<file path="config.mk">
export PLATFORM = sky130hd
export DESIGN_NAME = serial_adder
export DESIGN_NICKNAME = d
export VERILOG_FILES = /design/src/rtl/serial_adder.sv
export SDC_FILE = /design/constraint.sdc
export NUM_CORES = 1
export LEC_CHECK = 0
export ABC_AREA = 1
export BUFFER_PORTS_ARGS = -buffer_cell sky130_fd_sc_hd__buf_4
export CAP_MARGIN = 20
export CORE_ASPECT_RATIO = 0.9
export CORE_MARGIN = 3
export CORE_UTILIZATION = 50
export CTS_BUF_LIST = sky130_fd_sc_hd__clkbuf_2 sky130_fd_sc_hd__clkbuf_4 sky130_fd_sc_hd__clkbuf_8
export DETAILED_ROUTE_END_ITERATION = 8
export GPL_TIMING_DRIVEN = 0
export PLACE_DENSITY = 0.7
export SETUP_SLACK_MARGIN = 0.2
export SYNTH_ARGS = -nofsm -noshare
export SYNTH_HDL_FRONTEND = slang
export SYNTH_SLANG_ARGS = --single-unit
</file>
<file path="constraint.sdc">
create_clock -name clk -period 1.5 [get_ports clk]
set_clock_uncertainty 0.1 [all_clocks]
set_input_delay 0.15 -clock clk [delete_from_list [all_inputs] [get_ports clk]]
set_output_delay 0.15 -clock clk [all_outputs]
set_load 0.01 [all_outputs]
</file>
<file path="src/rtl/serial_adder.sv">
// Bit-serial adder: one full-add cell and a registered carry,
// LSB first, one bit pair per clock, {cout,sum} on a done strobe.
module serial_adder #(
  parameter int WIDTH = 8
) (
  input  logic             clk,
  input  logic             rst,
  input  logic             start,
  input  logic [WIDTH-1:0] a,
  input  logic [WIDTH-1:0] b,
  output logic             busy,
  output logic             done,
  output logic [WIDTH-1:0] sum,
  output logic             cout
);

  localparam int CW = $clog2(WIDTH + 1);

  typedef enum logic {
    IDLE,
    RUN
  } state_t;

  state_t           state;
  logic [WIDTH-1:0] a_sh;
  logic [WIDTH-1:0] b_sh;
  logic [WIDTH-1:0] ps;
  logic             carry;
  logic [CW-1:0]    count;

  logic             s;
  logic             c_nx;
  logic [WIDTH:0]   ps_ext;
  logic [WIDTH-1:0] ps_nx;
  logic             last;

  assign s      = a_sh[0] ^ b_sh[0] ^ carry;
  assign c_nx   = (a_sh[0] & b_sh[0])
                | (a_sh[0] & carry)
                | (b_sh[0] & carry);
  // Widened concat keeps the shift legal when WIDTH is 1.
  assign ps_ext = {s, ps};
  assign ps_nx  = ps_ext[WIDTH:1];
  assign last   = (count == CW'(WIDTH - 1));

  always_ff @(posedge clk or posedge rst) begin
    if (rst) begin
      state <= IDLE;
      a_sh  <= '0;
      b_sh  <= '0;
      ps    <= '0;
      carry <= 1'b0;
      count <= '0;
      busy  <= 1'b0;
      done  <= 1'b0;
      sum   <= '0;
      cout  <= 1'b0;
    end else begin
      done <= 1'b0;
      case (state)
        IDLE: begin
          if (start) begin
            a_sh  <= a;
            b_sh  <= b;
            ps    <= '0;
            carry <= 1'b0;
            count <= '0;
            busy  <= 1'b1;
            state <= RUN;
          end
        end
        RUN: begin
          a_sh  <= a_sh >> 1;
          b_sh  <= b_sh >> 1;
          carry <= c_nx;
          ps    <= ps_nx;
          count <= count + CW'(1);
          if (last) begin
            sum   <= ps_nx;
            cout  <= c_nx;
            done  <= 1'b1;
            busy  <= 1'b0;
            state <= IDLE;
          end
        end
      endcase
    end
  end

endmodule
</file>
=== Word-level counts from Yosys, hierarchy flattened ===
Cells that the tools add are included.

* Flip-flop bits (word level): 41
* Input bits: 19
* Output and inout port bits: 11
* Word-level logic and storage cells: 42

* Add/subtract/negate cells: 1
* Equal/unequal tests: 3
* Muxes and demuxes: 18
* Bitwise operators: 8
* Reductions and logical operators: 2

{| class="wikitable"
|+ Operators by type and width
! operator !! count
|-
| one-hot mux 8 bit (2 select lines) || 3
|-
| 2-to-1 mux 8 bit || 3
|-
| one-hot mux 4 bit (2 select lines) || 1
|-
| 2-to-1 mux 1 bit || 7
|-
| one-hot mux 1 bit (2 select lines) || 3
|-
| adder 4 x 1 -> 4 bit (second input constant) || 1
|-
| equality test 4 x 3 -> 1 bit (second input constant) || 1
|-
| 2-to-1 mux 4 bit || 1
|-
| AND reduction 2 bit || 2
|-
| AND 1 bit || 3
|-
| != test 2 x 1 -> 1 bit (second input constant) || 1
|-
| != test 2 bit (second input constant) || 1
|-
| bitwise OR 1 bit || 2
|-
| bitwise XOR 1 bit || 2
|-
| NOT 1 bit || 1
|}

=== Longest topological paths before layout ===
Gate-level depths: netlist of the first run.

* Word-level depth: 4
* Depth in mapped cells: 6
* Gate-level depth less buffers: 6

=== Worst setup path after synthesis of the first run ===
OpenSTA, ideal clock, no wires.

* Path kind: flip-flop to flip-flop
* Start point: register a_sh[0]
* End point: register sum[7]
* Arrival time: 1055 ps
* Required time: 1335 ps
* Slack: 279 ps
* Stages on the path, launching flop included: 4
* Cell sequence: dfrtp_1 fa_1 nand3_1 nand2_1

* Word-level cells in the longest chain between the ends: 2

{| class="wikitable"
|+ Ends and longest elaborated chain
! element !! RTL line !! source
|-
| start: declaration || 25 || <nowiki>logic [WIDTH-1:0] a_sh;</nowiki>
|-
| start signal: assignment || 73 || <nowiki>a_sh <= a_sh >> 1;</nowiki>
|-
| bitwise XOR 1 bit (2 in a row) || 37 || <nowiki>assign s = a_sh[0] ^ b_sh[0] ^ carry;</nowiki>
|-
| named net s || 31 || <nowiki>logic s;</nowiki>
|-
| end signal: assignment || 79 || <nowiki>sum <= ps_nx;</nowiki>
|-
| end: declaration || 13 || <nowiki>output logic [WIDTH-1:0] sum,</nowiki>
|}

The timed path passes the listed nets, and every way through them passes these cells.
A chain may end at the register's enable or synchronous reset.

=== Final worst setup path of the first run ===
* Start point: register carry
* End point: register ps[7]

* Word-level cells in the longest chain between the ends: 2

{| class="wikitable"
|+ Ends and longest elaborated chain
! element !! RTL line !! source
|-
| start: declaration || 28 || <nowiki>logic carry;</nowiki>
|-
| start signal: assignment || 75 || <nowiki>carry <= c_nx;</nowiki>
|-
| bitwise XOR 1 bit || 37 ||
|-
| named net s || 31 ||
|-
| one-hot mux 8 bit (2 select lines) || 60 || <nowiki>case (state)</nowiki>
|-
| end signal: assignment || 76 || <nowiki>ps <= ps_nx;</nowiki>
|-
| end: declaration || 27 || <nowiki>logic [WIDTH-1:0] ps;</nowiki>
|}

The timed path passes the listed nets, and every way through them passes these cells.

==> results of run 1 <==
==> tightest hold or removal path, cell delays in order <==
cell and delay [ps]:
buf_4 100, a21oi_1 60, nand2_1 50, nand2_1 40
==> power breakdown <==
| part | internal [mW] | total (mW) | switching, mW |
|---|---|---|---|
| Sequential | 1.50 | 1.75 | 0.254 |
| Combinational | 0.646 | 1.51 | 0.863 |
| Clock | 0.411 | 0.761 | 0.350 |
==> per-layer routing <==
metal | up-vias | track usage, %
li1 | 703 | -
met1 | 667 | 26.9
met2 | 29 | 32.3
met3 | 6 | 6.67
met4 | 0 | 6.94
met5 | - | 0
==> flip-flops by register name, indices dropped and copies added (netlist names) <==
signal  flops
a_sh        8
ps          7
carry       1
sum         8
done        1
b_sh        8
count       4
busy        1
state       1
cout        1
==> stage by stage <==
step	cell area [µm²]	setup WS, ps	instances
2_1_floorplan	1670	279	188
3_3_place_gp	1940	-129	259
3_5_place_dp	1940	164	259
4_1_cts	2230	205	286
5_1_grt	2250	161	287
6_report	2250	227	287
==> placed cells by master (no fill, tap or decap), types with 2 or more instances in the layout <==
cell / n
clkbuf_8: 6
inv_1: 13
o22ai_1: 5
dfrtp_1: 39
clkbuf_4: 4
dlygate4sd3_1: 17
o21ai_0: 4
nand2_1: 81
inv_2: 2
buf_4: 34
nor2_1: 3
nand3_1: 25
==> cell families (layout without fill, tap and decap cells) <==
family | Yosys count | count (layout) | share of synthesized area, %
fa+ha+maj | 2 | 2 | 1.95
flops | 40 | 40 | 60.0
buf+inv | 22 | 79 | 5.62
compound gates | 10 | 10 | 3.37
simple gates | 114 | 114 | 29.1
==> worst max-delay path by stage <==
stage	endpoint	slack [ps]	depth (start not counted)
after floorplan	sum[7]	280	3
after global placement	count[2]	-130	2
after detailed placement	state	160	6
after CTS	sum[7]	200	3
after global routing	sum[7]	160	3
final	ps[7]	230	3
==> area by class of cell <==
type,instances,area [µm²],share of cell area (%)
timing repair buffer,49,410,18.2
buffer,5,35.0,1.56
sequential,40,1000,44.5
tap,42,52.6,2.34
clock buffer,8,97.6,4.34
inverter,17,67.6,3.00
multi-input combinational,126,584,26.0
==> what timing repair did <==
action | in CTS | in global routing
hold buffers | 17 | 0
gates cloned | 0 | 0
setup buffers | 2 | 1
hold endpoints to repair | 56 | 0
endpoints found under the setup margin | 3 | 65
resized for setup | 2 | 7
pin swaps | 0 | 3
==> flow_summary.ini, run 1 <==
[outcome]
run_status = finished clean

[synthesis]
post-synth-top-area-cell = dfrtp_1
cell_count_after_synthesis = 188
postSynth.topFlopCell = dfrtp_1
synth_nets = 209
total_of_flip_flops_plus_latches_after_synthesis = 40
postSynth.asyncResetShare_pct = 100
netlist-cell-type-count = 16
yosys-top-cells-count = 82 x nand2_1, 40 x dfrtp_1, 25 x nand3_1, 15 x inv_1, 5 x o22ai_1
yosysSeqAreaShare_pct = 60.0
yosys_warnings = 0
largest_cells_by_area_after_synthesis = dfrtp_1 60%, nand2_1 18%, nand3_1 7.5%, inv_1 3.4%, o22ai_1 1.9%
synthesis.area_per_instance_um2 = 8.88
syn-cell-area_mm2 = 0.00167
netlist.area_leader.share_pct = 60.0
synth-edff-count = 0
synthMostInstantiatedCell = nand2_1

[timing]
unrepaired_setup_endpoints_after_global_routing = yes
hold-worst-slack_ps = 51.3
final-max-slew-violation-count = 0
fmaxAchievable_mhz = 786
min_period_over_period_pct = 84.9
hold_viol_final = 0
max_transition_margin_pct = 55.3
number_of_endpoints_failing_setup_at_the_final_stage = 0
max_slew.worst_pin.slew_ps = 670
totalNegativeSetupSlack_ps = 0
final_period_minus_worst_setup_slack_ps = 1270

[global_route]
grt_start_max_net_pins = 41
globalRouteOverflowTotal = 0
grt_overall_usage_pct = 20.4
via_count_of_the_first_global_routing_pass = 1330
wire_length_of_the_first_global_routing_pass_um = 6040
grt_antenna_before_repair = 0

[routing]
postRouteAntennaNets = 0
wl_cell_um = 12.4
dr_wl_met2_um = 1710
met3_length_um = 188
route.detailed.drc = 0
avgViaCountPerCell = 4.90
detailroute.via_count = 1405
number_of_drc_markers_in_iteration_0 = 70
drt-pass1-iter-count = 4
drt_wl_total_um = 3550
routed.top_layer = met4
wirelength_met1_um = 1600

[worst_setup_path]
cp_num_buf_inv = 0
family_of_cells_with_the_greatest_summed_delay_on_the_critical_path = adder cells
cp_data_arrival_time_ps = 1390
critical_path.startpoint_type = flip-flop
rr_worst_depth = 3
r2r_setup_slack_ps = 230
regToRegEndpoint = ps[7]
cp_slowest_stage_delay_ps = 570
cp_data_required_time_ps = 1610
worstSetupEndpointType = flip-flop
worst_path_max_delay_cell = fa_1
rr_startpoint = carry
worstPathMaxFanout = 2
worst_setup_path_startpoint = carry
setup.worst_path.class = flip-flop to flip-flop
timing.critical_path.cells = fa_1 > nand2_1 > o21ai_0

[placement]
detailed_place_hpwl_um = 2300
gp_congestion = 0.777
numPortBuffers = 29

[cts]
cts.sink_count = 40
tritoncts_clock_tree = yes
clock_pin_slew_on_the_worst_setup_and_hold_paths_ps = 70
cts_made_buffers = 5
clock_tree.root_cell = clkbuf_8
ctsLongestPathBuffers = 2
clk-insertion-delay-late_ps = 290
cts_htree_levels = 2

[floorplanning]
initial_utilization_pct = 53.6
die_area_mm2 = 0.00407
io_pins = 30
num_rows = 19
die_height_um = 60.8
chipWidth_um = 66.9
fp.coreArea_mm2 = 0.00311

[min_path]
min_delay_path_depth = 4
timing.hold.worst.start = start
timing.hold.worst_endpoint = count[3]
worstHoldPathType = input pin to flip-flop

[final_layout]
final_layout_size_suffix_gt1_share_pct = 22.4
final_nets = 265
diodes = 0
post-route-util_pct = 72.2
syn_to_final_growth_pct = 34.8
fillCellCount = 253

[pwr]
total_power_mw = 4.02
power-per-cell-area_mw_per_mm2 = 1790
vdd_ir_drop_max_mv = 1.17
leakage_nw = 1.20

[flow_run]
max_cap_violations = 0
No activity file was read; power rests on OpenSTA's default activity.
==> inputs of run 2 (changes only) <==
Settings changed: ABC_AREA 1 to 0, PLACE_DENSITY 0.7 to 0.72.
Clock period 1.5 ns to 1.1 ns, I/O delays scaled along.
==> run 2 against run 1 <==
Compared with the run above: the flow now finishes with violations (hold timing, setup timing); sequential share of layout area shrank 7.7 points; clock-buffer cell count shrank 1; maximum frequency down 3.8%; cell count is 6.6% lower; critical path type unchanged; largest cell class unchanged.
==> flow_summary.ini, run 2 <==
[final_layout]
final_design_area_no_fill_mm2 = 0.00272
top_regs = a_sh (8), b_sh (8), sum (8)
diodes = 0
fillCellCount = 144
mostFrequentLayoutCell = dfrtp_1
final_layout_size_suffix_gt1_share_pct = 54.4
syn_to_final_growth_pct = 59.8
final_nets = 247
most_frequent_cells_in_the_layout = 40 x dfrtp_1, 28 x buf_4, 27 x nand2_1
finish.cell_count_without_fillers = 268

[worst_setup_path]
worst_path_max_delay_cell = fa_2
timing.critical_path.cells = fa_2 > nand2_1 > o21ai_1
cp.depth = 3
r2r_setup_slack_ps = -220
worstPathMaxFanout = 2
regToRegEndpoint = ps[7]
critical_path.startpoint_type = flip-flop
worst_setup_path_startpoint = carry
rr_startpoint = carry
rr_worst_depth = 3
cp_num_buf_inv = 0
cp_slowest_stage_delay_ps = 600
cp-endpoint = ps[7]
setup.worst_path.class = flip-flop to flip-flop
worstSetupEndpointType = flip-flop
cp_data_required_time_ps = 1220
cp_data_arrival_time_ps = 1440
family_of_cells_with_the_greatest_summed_delay_on_the_critical_path = adder cells

[floorplanning]
die_height_um = 61.3
io_pins = 30
fp.coreArea_mm2 = 0.00316
chipWidth_um = 67.5
initial_utilization_pct = 53.8
die_area_mm2 = 0.00414
num_rows = 19

[routing]
drt-pass1-iter-count = 4
number_of_drc_markers_in_iteration_0 = 118
route.detailed.drc = 0
drt_wl_total_um = 4800
detailroute.via_count = 1449
wl_cell_um = 17.9
avgViaCountPerCell = 5.41
postRouteAntennaNets = 0

[cts]
cts_htree_levels = 2
clock_tree.root_cell = clkbuf_8
cts_made_buffers = 5
tritoncts_clock_tree = yes
clk-insertion-delay-late_ps = 290
cts.sink_count = 40
ctsLongestPathBuffers = 2
clock_pin_slew_on_the_worst_setup_and_hold_paths_ps = 80

[synthesis]
largest_cells_by_area_after_synthesis = dfrtp_1 59%, nand2_1 12%, mux2i_1 10%, o21ai_0 6.8%, nand4b_4 1.4%
total_of_flip_flops_plus_latches_after_synthesis = 40
postSynth.asyncResetShare_pct = 100
synthesis.area_per_instance_um2 = 10.3
cell_count_after_synthesis = 165
syn-cell-area_mm2 = 0.00170
netlist.area_leader.share_pct = 58.8
synth_nets = 186
synth-edff-count = 0
synthMostInstantiatedCell = nand2_1
yosysSeqAreaShare_pct = 58.8
netlist-cell-type-count = 19
yosys-top-cells-count = 56 x nand2_1, 40 x dfrtp_1, 23 x o21ai_0, 17 x mux2i_1, 6 x nor2_1
yosys_warnings = 0
post-synth-top-area-cell = dfrtp_1
postSynth.topFlopCell = dfrtp_1

[timing]
final-max-slew-violation-count = 0
hold-worst-slack_ps = -132
number_of_endpoints_failing_setup_at_the_final_stage = 38
max_transition_margin_pct = 43.8
hold_viol_final = 41
timing.final.ws_setup_ps = -224
min_period_over_period_pct = 120
unrepaired_setup_endpoints_after_global_routing = yes
max_slew.worst_pin.slew_ps = 842
final_period_minus_worst_setup_slack_ps = 1320
totalNegativeSetupSlack_ps = -3750
fmaxAchievable_mhz = 755

[flow_run]
max_cap_violations = 0

[pwr]
power-per-cell-area_mw_per_mm2 = 2740
leakage_nw = 1.36
vdd_ir_drop_max_mv = 1.78

[global_route]
via_count_of_the_first_global_routing_pass = 1497
grt_start_max_net_pins = 41
grt_overall_usage_pct = 26.0
grt_antenna_before_repair = 0
globalRouteOverflowTotal = 0
wire_length_of_the_first_global_routing_pass_um = 7620

[placement]
detailed_place.area_mm2 = 0.00203
detailed_place_hpwl_um = 2270
gp_congestion = 0.799
placedCellCount = 235
numPortBuffers = 28

[min_path]
worstHoldPathType = input pin to asynchronous set/reset pin

[outcome]
run_status = complete, but fails checks
violations = hold timing, setup timing
-- run 2: changes by cell type after synthesis, sizes merged, moves of 2 or more --
| cell | change |
|---|---|
| nand2 | -27 |
| nand3 | -25 |
| o21ai | +19 |
| mux2i | +17 |
| inv | -13 |
| o22ai | -5 |
| buf | +3 |
| a22o | +2 |
| clkbuf | +2 |
-- run 2: cell type report --
cell class | instances | area, µm² | area share [%]
flip-flops and latches | 40 | 1000 | 36.8
multi-input cells | 111 | 847 | 31.2
repair buffers | 54 | 561 | 20.6
plain buffers | 10 | 138 | 5.06
clock buffers | 7 | 96.3 | 3.54
well taps | 42 | 52.6 | 1.93
inverters | 4 | 23.8 | 0.874
-- run 2: how the worst min path moves through the flow --
stage / start / endpoint / slack, ps / cells past startpoint
2_1_floorplan: rst / a_sh[0] / -10 / 1
3_3_place_gp: rst / count[0] / 210 / 2
3_5_place_dp: rst / count[1] / 220 / 2
4_1_cts: rst / ps[6] / -90 / 2
5_1_grt: rst / ps[6] / -60 / 2
6_report: rst / count[1] / -130 / 2
-- run 2: power by group --
group          internal, mW  switching [mW]  leakage (nW)  total (mW)
logic                  2.10            1.64         0.782        3.74
registers              2.05           0.572         0.525        2.62
clock network         0.559           0.516        0.0503        1.07
total                  4.70            2.73          1.36        7.44
-- run 2: cell families (layout without fill, tap and decap cells) --
group | count (synthesis) | after routing | share of synthesized area (%)
flip-flops | 40 | 40 | 58.8
XOR/XNOR | 1 | 1 | 0.515
buffers and inverters | 14 | 75 | 4.71
adder cells (fa/ha/maj) | 2 | 2 | 1.91
AND/OR/NAND/NOR | 64 | 64 | 15.4
AO/OA/AOI/OAI | 27 | 27 | 8.60
multiplexers | 17 | 17 | 10.0
-- run 2: layer usage --
layer / track usage [%] / routed length (µm) / vias to the layer above
met4: 8.67 / 43 / 0
li1: - / - / 667
met5: 0 / 0 / -
met3: 4.20 / 193 / 9
met2: 45.4 / 2600 / 47
met1: 33.1 / 1960 / 726
-- run 2: repair_timing --
item                                   in CTS  in global routing
cloned                                      7                  0
hold buffers                                2                  1
resized for setup                          67                 29
endpoints found under the hold margin      43                 41
setup endpoints to repair                  51                 51
setup buffers                              11                  5
pin swaps                                  11                  9
-- run 2: through the flow --
stage | total power, mW | hold slack [ps] | setup slack, ps | utilization [%]
after floorplan | 3.77 | -11.2 | -96.6 | -
after global placement | 4.33 | 206 | -186 | 64.1
after detailed placement | 4.44 | 224 | -224 | 64.1
after CTS | 6.83 | -85.3 | -166 | 81.3
after global routing | 7.82 | -62.6 | -248 | 86.0
final | 7.44 | -132 | -224 | 86.0
==> inputs of run 3 (changes only) <==
Settings changed: CELL_PAD_IN_SITES_DETAIL_PLACEMENT from default to 1, CELL_PAD_IN_SITES_GLOBAL_PLACEMENT from default to 2, CORE_UTILIZATION 50 to 36, PLACE_DENSITY 0.72 to 0.78.
Clock period 1.1 ns to 1.35 ns, I/O delays scaled along.
==> run 3 against run 2 <==
Compared with the run above: the run ends with hold timing left; setup slack gained 290 ps; flip-flop and latch count is the same; global-route usage shrank 10 points.
==> flow_summary.ini, run 3 (synthesis results as in run 2) <==
[outcome]
run_status = complete, but fails checks
violations = hold timing

[placement]
gp_congestion = 0.716
numPortBuffers = 28
detailed_place_hpwl_um = 2540

[pwr]
net-switching-power_mw = 1.63
internal_power_mw = 3.09
leakage_nw = 1.13
power-per-cell-area_mw_per_mm2 = 2070
vdd_ir_drop_max_mv = 0.861
pwr-share-seq_pct = 42.6
power.share.combinational_pct = 36.6
switching_share_pct = 34.5
clock_share_of_power_pct = 20.8

[worst_setup_path]
family_of_cells_with_the_greatest_summed_delay_on_the_critical_path = adder cells
cp_data_required_time_ps = 1470
timing.critical_path.cells = fa_2 > nand2_1 > o21ai_1
worst_path_max_delay_cell = fa_2
critical_path.startpoint_type = flip-flop
worstPathMaxFanout = 2
cp_num_buf_inv = 0
cp_data_arrival_time_ps = 1400
cp_slowest_stage_delay_ps = 580
r2r_setup_slack_ps = 70
worstSetupEndpointType = flip-flop
regToRegEndpoint = ps[7]
setup.worst_path.class = flip-flop to flip-flop
rr_startpoint = a_sh[0]
cp.depth = 3
rr_worst_depth = 3

[final_layout]
multiInputGateArea_um2 = 686
fillCellCount = 520
most_frequent_cells_in_the_layout = 49 x nand2_1, 39 x dfrtp_1, 34 x buf_4
mostFrequentLayoutCell = nand2_1
seq_area_mm2 = 0.00100
final_nets = 228
final_layout_size_suffix_gt1_share_pct = 34.1
syn_to_final_growth_pct = 33.8
diodes = 0
top_regs = a_sh (8), b_sh (8), sum (8)

[timing]
max_transition_margin_pct = 43.1
hold-worst-slack_ps = -103
totalNegativeSetupSlack_ps = 0
final-max-slew-violation-count = 0
unrepaired_setup_endpoints_after_global_routing = yes
final_period_minus_worst_setup_slack_ps = 1280
max_slew.worst_pin.slew_ps = 851
fmaxAchievable_mhz = 782
hold_viol_final = 40
number_of_endpoints_failing_setup_at_the_final_stage = 0
min_period_over_period_pct = 94.7

[floorplanning]
die_area_mm2 = 0.00559
num_rows = 23
fp.coreArea_mm2 = 0.00452
chipWidth_um = 78.5
die_height_um = 71.2
io_pins = 30
initial_utilization_pct = 37.7

[global_route]
globalRouteOverflowTotal = 0
wire_length_of_the_first_global_routing_pass_um = 6950
grt_overall_usage_pct = 15.8
via_count_of_the_first_global_routing_pass = 1551
grt_start_max_net_pins = 41
grt_antenna_before_repair = 0

[cts]
clk-insertion-delay-late_ps = 290
tritoncts_clock_tree = yes
clock_pin_slew_on_the_worst_setup_and_hold_paths_ps = 80
cts_htree_levels = 2
clock_tree.root_cell = clkbuf_8
ctsHoldBuffers = 2
cts.sink_count = 40
ctsLongestPathBuffers = 2
cts_made_buffers = 5

[routing]
wl_cell_um = 13.8
detailroute.via_count = 1283
avgViaCountPerCell = 4.75
route.detailed.drc = 0
drt_wl_total_um = 3740
drt-pass1-iter-count = 4
number_of_drc_markers_in_iteration_0 = 36
postRouteAntennaNets = 0

[flow_run]
max_cap_violations = 0

[min_path]
worstHoldPathType = input pin to asynchronous set/reset pin
-- run 3: changes by cell type in the layout (fill, tap and decap cells not counted), sizes merged --
cell         before  now
clkinvlp          1    2
clkbuf            9    5
buf              59   43
dlygate4sd3       3    2
clkinv            0    1
bufinv            0    1
-- run 3: worst max-delay path by stage --
| stage | from | to | slack (ps) |
|---|---|---|---|
| 6_report | a_sh[0] | ps[7] | 70 |
| 3_5_place_dp | count[0] | sum[7] | 7 |
| 3_3_place_gp | count[0] | sum[7] | 40 |
| 2_1_floorplan | carry | ps[7] | 140 |
| 5_1_grt | a_sh[0] | ps[7] | 20 |
| 4_1_cts | a_sh[0] | ps[7] | 70 |
-- run 3: layer usage --
| metal | share of wire, % | up-vias | GRT usage, % | wire length (µm) |
|---|---|---|---|---|
| met5 | 0 | - | 0 | 0 |
| met2 | 50 | 26 | 27.3 | 1860 |
| met1 | 45 | 624 | 19.2 | 1670 |
| li1 | - | 627 | - | - |
| met3 | 4.1 | 6 | 4.27 | 152 |
| met4 | 1.4 | 0 | 5.83 | 52 |
-- run 3: what timing repair did --
| action | 4_1_cts | 5_1_grt |
|---|---|---|
| setup buffers | 3 | 1 |
| gates resized for setup | 22 | 20 |
| pin swaps | 3 | 2 |
| setup endpoints to repair | 32 | 37 |
| hold endpoints to repair | 42 | 40 |
| cloned | 1 | 0 |
-- run 3: power groups by stage --
stage	clock network, mW	logic (mW)	registers (mW)
CTS	1.01	1.67	2.01
detailed placement	0	1.47	2.01
floorplan	0	0.903	2.00
global route	1.07	1.97	2.08
global placement	0	1.41	1.98
finish	0.981	1.73	2.01
-- run 3: final cells by class --
class	count	area share, %
sequential	40	44.0
multi-input combinational	111	30.1
timing repair buffer	35	12.6
buffer	10	4.01
tap	62	3.41
clock buffer	5	3.02
clock inverter	3	1.87
inverter	4	0.934
-- run 3: through the flow --
step | utilization [%] | cells | power [mW] | setup WS, ps | cell area (µm²)
after global routing | 50.4 | 270 | 5.12 | 24.4 | 2280
after floorplan | - | 165 | 2.90 | 142 | 1720
after global placement | 44.4 | 255 | 3.39 | 43.1 | 2010
after detailed placement | 44.4 | 255 | 3.48 | 7.39 | 2010
final | 50.4 | 270 | 4.72 | 71.0 | 2280
after CTS | 49.5 | 269 | 4.69 | 69.5 | 2240
